### config.mk
export PLATFORM = sky130hd
export DESIGN_NAME = mem_access_unit
export DESIGN_NICKNAME = d
export VERILOG_FILES = /design/src/rtl/lc3_mem_pkg.sv /design/src/rtl/mem_wait_timer.sv /design/src/rtl/mem_access_unit.sv
export SDC_FILE = /design/constraint.sdc
export NUM_CORES = 1
export LEC_CHECK = 0
export BUFFER_PORTS_ARGS = -buffer_cell sky130_fd_sc_hd__buf_2
export CAP_MARGIN = 20
export CELL_PAD_IN_SITES_DETAIL_PLACEMENT = 0
export CELL_PAD_IN_SITES_GLOBAL_PLACEMENT = 1
export CORE_UTILIZATION = 37
export CTS_CLUSTER_DIAMETER = 150
export DETAILED_ROUTE_END_ITERATION = 7
export GPL_TIMING_DRIVEN = 0
export PLACE_DENSITY_LB_ADDON = 0.1
export SETUP_SLACK_MARGIN = 0.5
export SYNTH_ARGS = -nofsm -noshare
export SYNTH_HDL_FRONTEND = slang
export SYNTH_SLANG_ARGS = --single-unit
### constraint.sdc
create_clock -name Clk -period 2.3 [get_ports Clk]
set_clock_uncertainty 0.2 [all_clocks]
set_input_delay 0.115 -clock Clk [delete_from_list [all_inputs] [get_ports Clk]]
set_output_delay 0.115 -clock Clk [all_outputs]
set_load 0.005 [all_outputs]
### src/rtl/lc3_mem_pkg.sv
// lc3_mem_pkg: shared state/op types and limits for the LC-3 memory access unit
package lc3_mem_pkg;
  localparam int MAX_WAIT = 15;
  typedef enum logic [2:0] {IDLE, PTR_RD, PTR_GAP, RD, WR, WR_HOLD, DONE} mem_state_t;
  typedef enum logic {READ, WRITE} mem_op_t;
endpackage

### src/rtl/mem_wait_timer.sv
// mem_wait_timer: wait-state counter shared by every strobe state; flags the final strobe cycle
module mem_wait_timer
  import lc3_mem_pkg::*;
#(
  parameter int WAIT_CYCLES = 2
) (
  input  logic Clk,
  input  logic Reset_n,
  input  logic clear_i,
  input  logic en_i,
  output logic last_o
);
  localparam int CW = $clog2(MAX_WAIT + 1);
  logic [CW-1:0] cnt_q, cnt_d;
  always_comb cnt_d = clear_i ? '0 : en_i ? cnt_q + CW'(1) : cnt_q;
  always_ff @(posedge Clk or negedge Reset_n)
    if (!Reset_n) cnt_q <= '0;
    else cnt_q <= cnt_d;
  assign last_o = cnt_q == CW'(WAIT_CYCLES - 1);
endmodule

### src/rtl/mem_access_unit.sv
// mem_access_unit: owns MAR/MDR and sequences wait-stated async SRAM reads, writes and indirect accesses
module mem_access_unit
  import lc3_mem_pkg::*;
#(
  parameter int WAIT_CYCLES = 2,
  parameter int DATA_W = 16
) (
  input  logic              Clk,
  input  logic              Reset_n,
  input  logic              req,
  input  logic              we,
  input  logic              indirect,
  input  logic [DATA_W-1:0] addr_in,
  input  logic [DATA_W-1:0] wdata,
  output logic              busy,
  output logic              done,
  output logic [DATA_W-1:0] rdata,
  output logic [DATA_W-1:0] mem_addr,
  output logic [DATA_W-1:0] mem_wdata,
  input  logic [DATA_W-1:0] mem_rdata,
  output logic              mem_ce_n,
  output logic              mem_oe_n,
  output logic              mem_we_n
);
  mem_state_t state_q, state_d;
  mem_op_t op_q, op_d;
  logic [DATA_W-1:0] mar_q, mar_d, mdr_q, mdr_d, rdata_q, rdata_d;
  logic last;
  mem_wait_timer #(.WAIT_CYCLES(WAIT_CYCLES)) u_timer (
    .Clk    (Clk),
    .Reset_n(Reset_n),
    .clear_i(state_d != state_q),
    .en_i   (state_q inside {PTR_RD, RD, WR}),
    .last_o (last)
  );
  always_comb begin
    state_d = state_q;
    op_d = op_q;
    mar_d = mar_q;
    mdr_d = mdr_q;
    rdata_d = rdata_q;
    case (state_q)
      IDLE: if (req) begin
        mar_d = addr_in;
        mdr_d = wdata;
        op_d = we ? WRITE : READ;
        state_d = indirect ? PTR_RD : we ? WR : RD;
      end
      PTR_RD: if (last) begin
        mar_d = mem_rdata;
        state_d = PTR_GAP;
      end
      PTR_GAP: state_d = op_q == WRITE ? WR : RD;
      RD: if (last) begin
        mdr_d = mem_rdata;
        rdata_d = mem_rdata;
        state_d = DONE;
      end
      WR: state_d = last ? WR_HOLD : WR;
      WR_HOLD: state_d = DONE;
      default: state_d = IDLE;
    endcase
  end
  always_ff @(posedge Clk or negedge Reset_n)
    if (!Reset_n) begin
      state_q <= IDLE;
      op_q <= READ;
      mar_q <= '0;
      mdr_q <= '0;
      rdata_q <= '0;
    end else begin
      state_q <= state_d;
      op_q <= op_d;
      mar_q <= mar_d;
      mdr_q <= mdr_d;
      rdata_q <= rdata_d;
    end
  // Strobes decode straight from the state so an async reset releases them instantly
  assign mem_ce_n = !(state_q inside {PTR_RD, RD, WR, WR_HOLD});
  assign mem_oe_n = !(state_q inside {PTR_RD, RD});
  assign mem_we_n = state_q != WR;
  assign busy = state_q != IDLE;
  assign done = state_q == DONE;
  assign rdata = rdata_q;
  assign mem_addr = mar_q;
  assign mem_wdata = mdr_q;
endmodule

==> impl_metrics.yaml <==
outcome:
  status: "completed"
clock_tree:
  clkTransAtPathRegs_ns: 0.10
  clock_sinks: 56
  htreeDepth: 2
  cts_tree: "built"
  numCtsBuffers: 5
  cts_buffer_depth: 2
  cts-root-buf: "clkbuf_8"
  clk_latency_ns: 0.31
worst_setup_path:
  crit_fanout: 5
  critical_path_arrival_ns: 1.87
  r2r_end: "u_timer.cnt_q[3]"
  crit_type: "reg -> reg"
  worstSetupEndpointType: "register"
  critPathRequiredTime_ns: 2.29
  worstSetupStartpoint: "state_q[2]"
  reg2reg_depth: 4
  rr_startpoint: "state_q[2]"
  start_kind: "register"
  endpoint: "u_timer.cnt_q[3]"
  reg2reg_slack_ns: 0.42
synthesis:
  syn_area_mm2: 0.00275
  syn-instance-count: 242
  syn_avg_cell_area_um2: 11.4
  ys_seq_area_share_pct: 50.9
  ys_ff_latch: 56
  ys_warn_count: 0
  synth_nets: 297
  yosysUniqueCellTypes: 44
route:
  drt-initial-drc-count: 100
  detailroute.via_count: 2472
  wl_per_cell_um: 15.1
  ant_nets: 0
  via_per_inst: 4.74
  drt-total-wl_mm: 7.88
  firstDrtPassIters: 4
  drcViolationCount: 0
placed_design:
  placed_cells: 447
  io_buffers: 105
  dp_hpwl_mm: 5.15
  gp_congestion: 0.764
run:
  max-cap-violations: 0
sta:
  maxSlewHeadroom_pct: 63.4
  hold_viol: 0
  drv_slew: 0
  fin_hold_ws_ns: 0.0187
  max_freq_mhz: 532
  worst_pin_slew_ns: 0.550
  fin_crit_sh_pct: 81.8
  rsz0062_at_grt: "true"
  period_needed_ns: 1.88
  tns_ns: 0
  setup_viol: 0
layout:
  ff_latch_area_mm2: 0.00141
  mostFrequentLayoutCells: "buf_2 (106), dfrtp_1 (53), dlygate4sd3_1 (51)"
  layoutNonFillerInstCount: 521
  multi_input_area_mm2: 0.00133
  final_nets: 476
  utilization_pct: 59.6
  antenna-diode-count: 0
  fillCellCount: 645
  final_common_cell: "buf_2"
  layout-drive-gt1-share_pct: 42.7
  syn_to_final_growth_pct: 56.2
grt:
  grt_antenna_before_repair: 0
  grt_pass1_vias: 2382
  grt_overflow: 0
  grt_pass1_wl_mm: 12.2
  grt_use_total_pct: 21.1
  grt_max_degree: 36
die:
  core_mm2: 0.00721
  io_pins: 106
  die-width_um: 88.2
  die-area_mm2: 0.00779
  initial_utilization_pct: 38.1
  die_height_um: 88.2
  fp-row-count: 31
min_path:
  hp-class: "in -> reg"
power:
  power_density_mw_per_mm2: 1130
  peakVddDrop_v: 0.000458
  leakage_uw: 0.00207
how the worst min path moves through the flow:
stage / startpoint / to / slack (ns) / cells past startpoint
5_1_grt: req / op_q / 0.02 / 4
3_3_place_gp: we / op_q / 0.16 / 3
4_1_cts: req / op_q / 0.05 / 4
2_1_floorplan: Reset_n / mem_addr[0] / -0.38 / 0
3_5_place_dp: Reset_n / state_q[0] / -0.07 / 1
6_report: req / op_q / 0.02 / 4
cell families (layout without fill, tap and decap cells):
group / after synthesis / after routing / synth area share, %
DFF: 56 / 56 / 50.9
AOI/OAI and AO/OA: 49 / 49 / 10.6
and+or+nand+nor: 68 / 68 / 13.8
muxes: 48 / 48 / 19.6
xor gates and xnor gates: 3 / 3 / 0.955
adders and majority gates: 2 / 2 / 0.909
buffers and inverters: 16 / 196 / 3.32
registers in the layout, indices dropped and copies added (netlist names):
signal and flops:
mem_wdata 16, state_q 3, u_timer.cnt_q 4, op_q 1, mem_addr 16, rdata 16
layer usage:
metal | vias to the layer above | part of all wire, % | GRT usage [%]
met3 | 7 | 5.1 | 5.41
li1 | 1205 | - | -
met2 | 78 | 49 | 35.5
met1 | 1182 | 44 | 27.1
met4 | 0 | 1.3 | 5.43
met5 | - | 0 | 0
where the power goes:
part	switching, µW	leakage (µW)	total, µW	internal (µW)
clock	331	0.0000456	549	218
sequential	285	0.000685	1730	1450
combinational	1210	0.00134	2580	1360
Yosys cell counts, drive strengths merged:
library cell / instances / share of area [%]
mux2: 16 / 7.9
and2b: 1 / 0.27
a21oi: 3 / 0.68
nor3b: 3 / 1.4
o221ai: 2 / 0.64
o22ai: 1 / 0.23
mux2i: 32 / 12
clkbuf: 4 / 0.55
or2: 1 / 0.23
o21a: 1 / 0.27
o2111ai: 1 / 0.32
nand2b: 2 / 0.45
nor2: 5 / 1.3
a211oi: 1 / 0.27
nor4bb: 2 / 0.73
and3b: 1 / 0.32
xor2: 2 / 0.64
a2111oi: 1 / 0.55
nor4b: 1 / 0.55
inv: 3 / 0.41
ha: 2 / 0.91
nor3: 4 / 0.73
nand2: 40 / 5.7
or3: 2 / 0.64
buf: 9 / 2.4
nor2b: 4 / 0.91
xnor2: 1 / 0.32
o21bai: 1 / 0.27
nand3: 1 / 0.18
dfrtp: 56 / 51
o21ai: 38 / 7.3
or4b: 1 / 0.36
layout make-up:
type | count | area share (%)
Buffer | 13 | 3.64
Clock buffer | 6 | 1.69
Clock inverter | 2 | 0.320
Inverter | 3 | 0.262
Multi-Input combinational cell | 170 | 30.8
Sequential cell | 56 | 32.7
Tap cell | 99 | 2.88
Timing Repair Buffer | 172 | 27.7
worst max-delay path, cell delays in order (launching register included):
cell	delay [ns]
dfrtp_2	0.47
or4b_4	0.56
or3_4	0.36
o21ai_4	0.10
nor3_1	0.07
stage by stage:
stage / setup slack [ns] / power, µW / cell area (µm²)
floorplan: 0.476 / 3010 / 2750
global placement: 0.180 / 3840 / 3400
detailed placement: 0.146 / 3870 / 3420
CTS: 0.421 / 4660 / 4130
global route: 0.345 / 5240 / 4300
finish: 0.419 / 4860 / 4300
what timing repair did:
| item | in CTS | in global routing |
|---|---|---|
| endpoints found under the setup margin | 54 | 57 |
| hold buffers | 51 | 0 |
| setup buffers | 8 | 6 |
| cloned | 0 | 1 |
| endpoints found under the hold margin | 72 | 0 |
| pin swaps | 4 | 7 |
| gates resized for setup | 18 | 35 |
No activity file was read; power rests on OpenSTA's default activity.
